File: src/rtl/seg7_scan_ctrl.sv
// Multi-digit 7-segment scan controller: holds DIGITS hex entries, time-multiplexes them onto a shared
// segment bus with a one-cycle blanking gap per slot, per-digit blank/blink and registered readback.
module seg7_scan_ctrl #(
  parameter int DIGITS      = 4,
  parameter int CNT_DIV     = 50000,
  parameter int BLINK_TICKS = 250,
  parameter int ACTIVE_LOW  = 1,
  localparam int AW         = $clog2(DIGITS)
) (
  input  logic              CLK,
  input  logic              RST,
  input  logic              WE,
  input  logic [AW-1:0]     WADDR,
  input  logic [4:0]        WDATA,
  input  logic [DIGITS-1:0] BLINK_EN,
  output logic [4:0]        RDATA,
  output logic [6:0]        SEG,
  output logic [DIGITS-1:0] DIG_SEL
);

  localparam int PW = (CNT_DIV > 1) ? $clog2(CNT_DIV) : 1;
  localparam int BW = (BLINK_TICKS > 1) ? $clog2(BLINK_TICKS) : 1;
  localparam logic [PW-1:0]     PRESC_MAX = PW'(CNT_DIV - 1);
  localparam logic [BW-1:0]     BLINK_MAX = BW'(BLINK_TICKS - 1);
  localparam logic [AW-1:0]     SCAN_MAX  = AW'(DIGITS - 1);
  localparam bit                INV       = (ACTIVE_LOW != 0);
  localparam logic [6:0]        SEG_OFF   = INV ? 7'h7F : 7'h00;
  localparam logic [DIGITS-1:0] DIG_OFF   = INV ? {DIGITS{1'b1}} : {DIGITS{1'b0}};

  logic [PW-1:0]     presc;
  logic              tick;
  logic [AW-1:0]     scan_idx;
  logic [BW-1:0]     blink_cnt;
  logic              blink_phase;
  logic [4:0]        entry [DIGITS];
  logic [4:0]        cur;
  logic              cur_blink;
  logic [DIGITS-1:0] sel_hot;
  logic [6:0]        seg_on;
  logic [6:0]        seg_d;
  logic [DIGITS-1:0] dig_d;
  logic [4:0]        rdata_d;

  function automatic logic [6:0] hex_to_seg(input logic [3:0] v);
    case (v)
      4'h0: hex_to_seg = 7'h3F;
      4'h1: hex_to_seg = 7'h06;
      4'h2: hex_to_seg = 7'h5B;
      4'h3: hex_to_seg = 7'h4F;
      4'h4: hex_to_seg = 7'h66;
      4'h5: hex_to_seg = 7'h6D;
      4'h6: hex_to_seg = 7'h7D;
      4'h7: hex_to_seg = 7'h07;
      4'h8: hex_to_seg = 7'h7F;
      4'h9: hex_to_seg = 7'h6F;
      4'hA: hex_to_seg = 7'h77;
      4'hB: hex_to_seg = 7'h7C;
      4'hC: hex_to_seg = 7'h39;
      4'hD: hex_to_seg = 7'h5E;
      4'hE: hex_to_seg = 7'h79;
      default: hex_to_seg = 7'h71;
    endcase
  endfunction

  assign tick = (presc == PRESC_MAX);

  always_ff @(posedge CLK or posedge RST) begin
    if (RST) begin
      presc       <= '0;
      scan_idx    <= '0;
      blink_cnt   <= '0;
      blink_phase <= 1'b0;
    end else begin
      presc <= tick ? '0 : presc + PW'(1);
      if (tick) begin
        scan_idx <= (scan_idx == SCAN_MAX) ? '0 : scan_idx + AW'(1);
        if (blink_cnt == BLINK_MAX) begin
          blink_cnt   <= '0;
          blink_phase <= ~blink_phase;
        end else begin
          blink_cnt <= blink_cnt + BW'(1);
        end
      end
    end
  end

  // WE is a single-cycle strobe with no back-pressure; an address past the last digit matches no entry.
  always_ff @(posedge CLK or posedge RST) begin
    if (RST) begin
      for (int i = 0; i < DIGITS; i++) entry[i] <= 5'h10;
    end else begin
      for (int i = 0; i < DIGITS; i++)
        if (WE && (WADDR == AW'(i))) entry[i] <= WDATA;
    end
  end

  always_comb begin
    cur       = 5'h10;
    cur_blink = 1'b0;
    sel_hot   = '0;
    rdata_d   = 5'h10;
    for (int i = 0; i < DIGITS; i++) begin
      if (scan_idx == AW'(i)) begin
        cur        = entry[i];
        cur_blink  = BLINK_EN[i];
        sel_hot[i] = 1'b1;
      end
      if (WADDR == AW'(i)) rdata_d = entry[i];
    end
    seg_on = hex_to_seg(cur[3:0]);
    seg_d  = SEG_OFF;
    dig_d  = DIG_OFF;
    // The tick cycle drives everything dark so the previous digit never ghosts onto the next one.
    if (!tick) begin
      dig_d = INV ? ~sel_hot : sel_hot;
      if (!cur[4] && !(cur_blink && blink_phase)) seg_d = INV ? ~seg_on : seg_on;
    end
  end

  always_ff @(posedge CLK or posedge RST) begin
    if (RST) begin
      SEG     <= SEG_OFF;
      DIG_SEL <= DIG_OFF;
      RDATA   <= 5'h10;
    end else begin
      SEG     <= seg_d;
      DIG_SEL <= dig_d;
      RDATA   <= rdata_d;
    end
  end

endmodule

File: config.mk
export PLATFORM = sky130hd
export DESIGN_NAME = seg7_scan_ctrl
export DESIGN_NICKNAME = d
export VERILOG_FILES = /design/src/rtl/seg7_scan_ctrl.sv
export SDC_FILE = /design/constraint.sdc
export NUM_CORES = 1
export LEC_CHECK = 0
export CORE_MARGIN = 2
export CORE_UTILIZATION = 40
export DETAILED_ROUTE_END_ITERATION = 6
export REMOVE_ABC_BUFFERS = 1
export SLEW_MARGIN = 25
export SYNTH_ARGS = -nofsm -noshare
export SYNTH_HDL_FRONTEND = slang
export SYNTH_SLANG_ARGS = --single-unit
File: constraint.sdc
create_clock -name CLK -period 3.9 [get_ports CLK]
set_input_delay 0.585 -clock CLK [delete_from_list [all_inputs] [get_ports CLK]]
set_output_delay 0.585 -clock CLK [all_outputs]
set_load 0.05 [all_outputs]
==> results of run 1 <==
-- worst reg2reg max path: stages (launching register included) --
cell and delay [ns]:
dfrtp_1 0.40, ha_1 0.55, a211oi_1 0.09, a221oi_1 0.61, inv_1 0.22, ha_1 0.34
a21oi_1 0.18, a32o_1 0.16, nand2_1 0.05
-- cell type report --
| class | instances | area, sq um |
|---|---|---|
| Clock buffer | 13 | 158.9 |
| Clock inverter | 3 | 42.54 |
| Fill cell | 733 | 3963 |
| Inverter | 11 | 41.29 |
| Multi-Input combinational cell | 191 | 1460 |
| Sequential cell | 63 | 1597 |
| Tap cell | 102 | 127.6 |
| Timing Repair Buffer | 30 | 297.8 |
-- power by group through the flow --
stage	combinational (W)	sequential [W]	clock, W
3_5_place_dp	0.000413	0.000807	0
6_report	0.000411	0.000794	0.000576
5_1_grt	0.000441	0.000804	0.000620
3_3_place_gp	0.000411	0.000804	0
2_1_floorplan	0.000169	0.000918	0
4_1_cts	0.000414	0.000795	0.000590
-- layer usage --
layer	global-route usage	vias to the layer above	share of wire
li1	-	1055	-
met5	0	-	0
met1	0.2208	1071	0.49
met4	0.08333	0	0.016
met3	0.02848	6	0.028
met2	0.2307	32	0.46
-- stage by stage --
stage / hold WS (ns) / cells / setup WS [ns] / total power (W)
floorplan: 0.4382 / 265 / 1.614 / 0.001086
global placement: 0.4586 / 397 / 1.321 / 0.001215
detailed placement: 0.4728 / 397 / 1.274 / 0.001220
CTS: 0.4913 / 413 / 1.254 / 0.001799
global route: 0.5084 / 413 / 0.9223 / 0.001865
finish: 0.4865 / 413 / 1.229 / 0.001780
-- cells by family after synthesis --
| logic type | after synthesis |
|---|---|
| AND/OR/NAND/NOR | 95 |
| XOR/XNOR | 15 |
| adder cells (fa/ha/maj) | 13 |
| flip-flops | 63 |
| multiplexers | 28 |
| AO/OA/AOI/OAI | 40 |
| buffers and inverters | 22 |
-- path summary, 6_finish.rpt --
kind,from,endpoint,cells after the start
max in group asynchronous,RST,blink_cnt[5],3
worst min-delay path,presc[0],presc[0],1
min in group asynchronous,RST,presc[8],3
worst max-delay path,scan_idx[0],SEG[3],8
worst max register to register,scan_idx[0],SEG[3],8
worst min register to register,presc[0],presc[0],1
-- flip-flops by register name, summed over array words and instances, names as in the netlist --
signal and flops:
DIG_SEL 4, RDATA 5, SEG 7, blink_cnt 8, blink_phase 1, entry 20
presc 16, scan_idx 2
-- cell usage in the layout (no fill, tap or decap), drive strengths merged, types with 2 or more instances in the layout --
cell / Yosys / final
nand3: 10 / 10
mux4: 5 / 5
ha: 13 / 13
nor2b: 3 / 3
nor3: 2 / 2
dfstp: 16 / 16
a31oi: 3 / 3
a21oi: 5 / 5
dfrtp: 47 / 47
and3: 5 / 5
nand2: 29 / 29
a311o: 2 / 2
xor2: 7 / 7
xnor2: 8 / 8
o21ai: 12 / 12
clkdlybuf4s50: 0 / 29
o31ai: 2 / 2
o211ai: 3 / 3
o22ai: 2 / 2
and3b: 2 / 2
inv: 11 / 11
nand4: 7 / 7
clkbuf: 5 / 13
nand2b: 2 / 2
nor3b: 6 / 6
mux2i: 2 / 2
mux2: 21 / 21
a211oi: 3 / 3
nand3b: 6 / 6
nor2: 16 / 16
a221oi: 2 / 2
==> impl_metrics.ini, run 1 <==
[run_status]
outcome = completed

[floorplan]
core.rowCount = 32
floorplan.io_pins = 30
start_util = 0.4100
coreArea_sq_um = 7687
die_y_um = 92.77
die_area_sq_um = 8605
die-width_um = 92.77

[worst_setup_path]
crit_buf_inv = 1
r2r_slack_ns = 1.23
cp_slowest_stage_delay_ns = 0.61
critical_path.startpoint_type = register
cp_cell_sequence = ha_1 > a211oi_1 > a221oi_1 > inv_1 > ha_1 > a21oi_1 > a32o_1 > nand2_1
crit_arrival_ns = 2.92
timing.critical_path.to_type = register
required_ns = 4.14
timing.critical_path.slowest_stage_cell = a221oi_1
crit_type = register to register
critPathMaxFanout = 15
cp_common_cell = ha_1
critical-path-top-delay-family = compound AO/OA/AOI/OAI gates

[final_layout]
antenna_cells = 0
syn2layout_area_growth_pct = 18.18
finish.instance_area_sq_um = 3725
finish.utilization = 0.4845
design.final.nets = 333
fraction_of_layout_instances_using_a_drive_strength_above_1 = 0.1994

[clocking]
cts-buffers-inserted = 9
cts.repair.resized = 0
holdBufCountCts = 0
tritoncts = yes
clockRootBuffer = clkbuf_8
post-cts-setup-buffer-count = 0
maximum_buffer_depth_of_the_clock_tree = 2
clkSinkCount = 63
clock_insertion_delay_worst_skew_ns = 0.34
cts_h_tree_depth = 3
path_clk_slew_ns = 0.07

[yosys]
yosysWarnings = 0
ys.flop_type = dfrtp_1
post-synth-top-area-fraction = 0.3732
async_flop_share = 1.000
postSynthAreaPerCell_sq_um = 11.42
synth_top_area_cell = dfrtp_1
synthesized_instance_count = 276
synth_compound_area_frac = 0.09210
number_of_enable_type_register_cells_in_the_synthesized_netlist = 0
largest_family_of_logic_cells_by_synthesized_area = simple AND/OR/NAND/NOR gates
mappedNetlistArea_sq_um = 3152
synth.distinct_cells = 48
yosysSeqAreaShare = 0.5066
synth_common_cells = dfrtp_1 (47), nand2_1 (29), mux2_2 (21)
synth_simple_gate_area_share = 0.1608
synth.area.mux_share = 0.1171
synth_top_cells_by_area = dfrtp_1 (37%), dfstp_2 (13%), mux2_2 (7.5%), ha_1 (5.2%), mux4_2 (3.6%)
ys_seq_elements = 63
synth_adder_area_share = 0.05161
synth_xor_xnor_area_share = 0.04168
yosysMostFrequentCell = dfrtp_1

[timing]
final.setup_skew_ns = 0.01186
max_transition_margin = 0.4594
slew_violations = 0
setup_total_negative_slack_ns = 0
achievable-frequency_mhz = 374.3
worstMarginPinSlew_ns = 0.8108
setup-violations-final = 0
rsz0062_at_grt = no
final_hold_viols = 0
final_critical_path_share_of_the_clock_period = 0.6850
post-route-min-period_ns = 2.671

[routing]
wire_per_inst_um = 14.61
vias_per_cell = 5.240
finalWirelength_um = 6034
drt-pass1-iter-count = 4
route.antenna.remaining_nets = 0
detail_route.iter0.violations = 87
via_count = 2164
drc_errors = 0

[global_routing]
grt_pass1_vias = 2139
gr-usage-all-layers = 0.1571
grt-ovfl-total = 0
grt_antenna_before_repair = 0
grt_pass1_wl_um = 10490
maximum_number_of_pins_on_one_net_before_global_route_repair = 64

[power]
ir_worst_vdd_v = 0.0001762
power_frac_seq = 0.446
p_int_w = 0.001250
power_frac_comb = 0.231
power_per_cell_area_nw_per_um2 = 477.9
p_leak_nw = 1.545
share_of_power_burned_in_the_clock_network = 0.323
sw_frac_of_total = 0.2978
switchingPower_w = 0.0005301

[hold_path]
worst_hold_path_type = register to register

[placement]
post_dp_cell_area_sq_um = 3523
numPortBuffers = 29
detailedPlacementHpwl_um = 4236
routabilityCongestion = 0.7585

[job]
cap_violations = 0
(Power assumes the default switching activity.)
==> run 2, diff against run 1 <==
clock period = 2.3 ns   (was 3.9 ns; I/O delays follow)
==> run 2 against run 1 <==
Effect of this change: combinational power grew 78%; worst setup slack lost 1.1 ns; clock power grew 46%; hold slack lost 0.085 ns; register-to-register slack lost 1.1 ns; final cell count grew 2.7%; global-route usage grew 0.31 points; non-clock buffer count grew 11; critical endpoint is now SEG[5]; largest power group unchanged.
==> impl_metrics.ini, run 2 (synthesized netlist as in run 1, its figures left out) <==
[routing]
drt-pass1-iter-count = 4
route.antenna.remaining_nets = 0
via_count = 2158
drc_errors = 0
detail_route.iter0.violations = 100
wire_per_inst_um = 14.63
vias_per_cell = 5.090
finalWirelength_um = 6203

[floorplan]
coreArea_sq_um = 7687
core.rowCount = 32
die_area_sq_um = 8605
floorplan.io_pins = 30
die_y_um = 92.77
start_util = 0.4100
die-width_um = 92.77

[placement]
detailedPlacementHpwl_um = 4284
placed_cells = 408
numPortBuffers = 29
routabilityCongestion = 0.7914
post_dp_cell_area_sq_um = 3618

[final_layout]
most-common-layout-cells = dfrtp_1 (47), nand2_1 (29), clkdlybuf4s50_1 (29)
final_cells = 424
top_regs = entry (20), presc (16), blink_cnt (8)
antenna_cells = 0
most_frequent_standard_cell_in_the_layout_excluding_fill_and_tap_cells = dfrtp_1
n_fill_cell = 716
number_of_flip_flops_under_the_largest_register_name = 20
finish.instance_area_sq_um = 3842
max_flop_register = entry
design.final.nets = 344
fraction_of_layout_instances_using_a_drive_strength_above_1 = 0.2516
syn2layout_area_growth_pct = 21.91

[clocking]
cts-buffers-inserted = 9
cts_h_tree_depth = 3
clock_insertion_delay_worst_skew_ns = 0.33
clkSinkCount = 63
tritoncts = yes
maximum_buffer_depth_of_the_clock_tree = 2
clockRootBuffer = clkbuf_8
post-cts-setup-buffer-count = 0
path_clk_slew_ns = 0.07

[global_routing]
maximum_number_of_pins_on_one_net_before_global_route_repair = 64
grt_antenna_before_repair = 0
grt_pass1_vias = 2226
grt_pass1_wl_um = 10780
gr-usage-all-layers = 0.1602
grt-ovfl-total = 0

[power]
power_per_cell_area_nw_per_um2 = 756.8
p_leak_nw = 1.595
ir_worst_vdd_v = 0.0002668
p_total_w = 0.002908

[timing]
setup_total_negative_slack_ns = 0
achievable-frequency_mhz = 465.1
fin_worst_hold_slack_ns = 0.4014
final.setup_skew_ns = 0.005939
slew_violations = 0
worstMarginPinSlew_ns = 0.5038
final_hold_viols = 0
post-route-min-period_ns = 2.150
setup-violations-final = 0
final_critical_path_share_of_the_clock_period = 0.9347
rsz0062_at_grt = no
max_transition_margin = 0.6631

[worst_setup_path]
end_of_the_worst_register_to_register_path = SEG[5]
critPathMaxFanout = 7
r2r_slack_ns = 0.15
required_ns = 2.52
crit_type = register to register
critical_path.startpoint_type = register
rr_worst_depth = 7
timing.critical_path.to_type = register
crit_arrival_ns = 2.37
source_of_the_worst_register_to_register_timing_path = scan_idx[0]

[job]
cap_violations = 0

[run_status]
outcome = completed

[hold_path]
worst_hold_path_type = input pin to async pin
run 2: cell types whose count changed in the layout (fill, tap and decap cells not counted), sizes merged:
cell,delta
buf,+11
bufinv,-1
clkbuf,+3
clkinv,-1
clkinvlp,-1
run 2: where the power goes:
part / internal (W) / switching [W]
clock network: 0.000453 / 0.000388
logic: 0.000311 / 0.000421
registers: 0.00127 / 0.0000649
run 2: worst max-delay path by stage:
stage | slack (ns) | cells after the start | end | startpoint
2_1_floorplan | 0.01 | 9 | SEG[3] | scan_idx[1]
3_3_place_gp | 0.05 | 9 | SEG[3] | scan_idx[1]
3_5_place_dp | -0.04 | 9 | SEG[3] | scan_idx[1]
4_1_cts | 0.03 | 9 | SEG[4] | scan_idx[0]
5_1_grt | 0.006 | 8 | SEG[4] | scan_idx[0]
6_report | 0.15 | 7 | SEG[5] | scan_idx[0]
run 2: per-stage QoR:
| stage | utilization | setup WS [ns] |
|---|---|---|
| after global placement | 0.4707 | 0.04590 |
| final | 0.4998 | 0.1501 |
| after floorplan | - | 0.01373 |
| after global routing | 0.4998 | 0.006065 |
| after detailed placement | 0.4707 | -0.03752 |
| after CTS | 0.4932 | 0.02890 |
run 2: area by class of cell:
type	instances	area, sq um	share of cell area
clock buffer	16	170.2	0.04429
timing repair buffer	41	392.9	0.1022
multi-input combinational	191	1514	0.3940
sequential	63	1597	0.4155
inverter	11	41.29	0.01075
tap	102	127.6	0.03321
run 2: critical path, cell delays in order (launching register included):
cell	delay [ns]
dfrtp_1	0.45
inv_2	0.14
ha_4	0.20
nor3b_2	0.16
a21oi_1	0.06
a211o_1	0.30
a221oi_4	0.50
o221ai_1	0.23
run 2: routing by layer:
| layer | GRT usage | vias to the layer above | share of wire |
|---|---|---|---|
| li1 | - | 1074 | - |
| met1 | 0.2309 | 1039 | 0.50 |
| met2 | 0.2373 | 38 | 0.44 |
| met3 | 0.04150 | 7 | 0.041 |
| met4 | 0.04902 | 0 | 0.014 |
| met5 | 0 | - | 0 |
run 2: what timing repair did:
item | in CTS | in global routing
hold buffers | 0 | 0
endpoints found under the setup margin | 3 | 8
gates resized for setup | 1 | 13
pin swaps | 0 | 1
==> run 3, diff against run 2 <==
CORE_MARGIN = unset   (was 2)
==> run 3 against run 2 <==
Effect of this change: clock skew is 0.0050 ns higher; register-to-register slack better by 0.04 ns; highest routed layer unchanged; critical path type unchanged; global-route usage is 0.91 points higher; worst setup slack better by 0.041 ns; critical endpoint is now SEG[4]; fmax is 1.9% higher; first-iteration DRC count is 27% lower; sequential cell count stayed put; sequential power hardly changed; sequential share of layout area is 0.054 points lower; total power is 3.5% higher.
==> impl_metrics.ini, run 3 (synthesized netlist as in run 1, its figures left out) <==
[floorplan]
start_util = 0.4100
floorplan.io_pins = 30
core.rowCount = 32
die-width_um = 90.77
coreArea_sq_um = 7687
die_area_sq_um = 8238
die_y_um = 90.77

[final_layout]
fraction_of_layout_instances_using_a_drive_strength_above_1 = 0.2500
design.final.nets = 346
finish.utilization = 0.5005
top_regs = entry (20), presc (16), blink_cnt (8)
number_of_flip_flops_under_the_largest_register_name = 20
antenna_cells = 0
max_flop_register = entry
most-common-layout-cells = dfrtp_1 (47), nand2_1 (29), clkdlybuf4s50_1 (29)
most_frequent_standard_cell_in_the_layout_excluding_fill_and_tap_cells = dfrtp_1
syn2layout_area_growth_pct = 22.07

[routing]
drt-pass1-iter-count = 4
detail_route.iter0.violations = 73
drc_errors = 0
via_count = 2169
route.antenna.remaining_nets = 0
wire_per_inst_um = 14.59
finalWirelength_um = 6215
vias_per_cell = 5.092

[global_routing]
maximum_number_of_pins_on_one_net_before_global_route_repair = 64
grt_pass1_wl_um = 10900
grt_antenna_before_repair = 0
gr-usage-all-layers = 0.1693
grt_pass1_vias = 2184
grt-ovfl-total = 0

[clocking]
clockRootBuffer = clkbuf_8
clock_insertion_delay_worst_skew_ns = 0.35
clkSinkCount = 63
cts-buffers-inserted = 9
holdBufCountCts = 0
path_clk_slew_ns = 0.07
maximum_buffer_depth_of_the_clock_tree = 2
cts_h_tree_depth = 3
tritoncts = yes

[timing]
setup-violations-final = 0
rsz0062_at_grt = no
final.setup_skew_ns = 0.01095
final_critical_path_share_of_the_clock_period = 0.9171
max_transition_margin = 0.6007
slew_violations = 0
post-route-min-period_ns = 2.109
setup_total_negative_slack_ns = 0
worstMarginPinSlew_ns = 0.5990
final_hold_viols = 0
achievable-frequency_mhz = 474.1

[placement]
numPortBuffers = 29
routabilityCongestion = 0.8383
detailedPlacementHpwl_um = 4276

[worst_setup_path]
timing.critical_path.slowest_stage_cell = dfrtp_1
required_ns = 2.56
timing.critical_path.to_type = register
crit_arrival_ns = 2.37
cp_cell_sequence = inv_1 > ha_1 > a211oi_1 > a211oi_1 > inv_1 > ha_1 > mux2_2 > nand2_1 > o211ai_1
critical_path.startpoint_type = register
cp_slowest_stage_delay_ns = 0.40
crit_type = register to register
critPathMaxFanout = 6

[power]
power_per_cell_area_nw_per_um2 = 782.1
p_leak_nw = 1.619
ir_worst_vdd_v = 0.0002483

[job]
cap_violations = 0

[run_status]
outcome = completed

[hold_path]
worst_hold_path_type = input pin to async pin
-- run 3: where the power goes --
| group | switching [W] | internal, W | leakage [nW] |
|---|---|---|---|
| Sequential | 0.0000695 | 0.00127 | 0.768 |
| Clock | 0.000442 | 0.000492 | 0.103 |
| Combinational | 0.000415 | 0.000321 | 0.749 |
| Total | 0.000926 | 0.00208 | 1.62 |
-- run 3: critical path, delay by kind of cell (launching register included) --
kind / cells / cell delay, ns
buffers and inverters: 2 / 0.27
muxes: 1 / 0.28
adders and majority gates: 2 / 0.52
DFF: 1 / 0.40
and+or+nand+nor: 1 / 0.07
AOI/OAI and AO/OA: 3 / 0.50
-- run 3: per-stage QoR --
| stage | worst slack, ns | cell area (sq um) | power [W] | hold slack, ns | cells |
|---|---|---|---|---|---|
| 6_report | 0.1906 | 3847 | 0.003009 | 0.3853 | 426 |
| 2_1_floorplan | 0.01373 | 3098 | 0.001842 | 0.4382 | 265 |
| 5_1_grt | 0.005515 | 3847 | 0.003152 | 0.4402 | 426 |
| 3_5_place_dp | 0.08173 | 3626 | 0.002080 | 0.4634 | 409 |
| 3_3_place_gp | 0.1331 | 3626 | 0.002074 | 0.4573 | 409 |
| 4_1_cts | 0.05592 | 3814 | 0.003013 | 0.4050 | 425 |
-- run 3: worst paths after layout --
path	slack, ns	cells past startpoint	from	end
min	0.39	3	RST	presc[12]
max reg2reg	0.19	9	scan_idx[1]	SEG[4]
max	0.19	9	scan_idx[1]	SEG[4]
max in group asynchronous	1.58	3	RST	SEG[6]
min reg2reg	0.47	1	blink_cnt[7]	blink_cnt[7]
min in group CLK	0.47	1	blink_cnt[7]	blink_cnt[7]
-- run 3: cell type report --
class | count | area (sq um)
Multi-Input combinational cell | 191 | 1474
Timing Repair Buffer | 43 | 420.4
Inverter | 11 | 41.29
Clock buffer | 9 | 123.9
Tap cell | 102 | 127.6
Fill cell | 715 | 3840
Clock inverter | 7 | 63.81
Sequential cell | 63 | 1597
-- run 3: metal layers --
metal / vias up / track usage / part of all wire
li1: 1075 / - / -
met1: 1057 / 0.2387 / 0.51
met2: 30 / 0.2525 / 0.45
met3: 7 / 0.03872 / 0.026
met4: 0 / 0.06452 / 0.014
met5: - / 0 / 0
-- run 3: timing repair --
| item | in CTS | in global routing |
|---|---|---|
| setup endpoints to repair | 0 | 7 |
| resized for setup | 0 | 4 |
| endpoints found under the hold margin | 0 | 0 |
| buffers inserted | 0 | 1 |
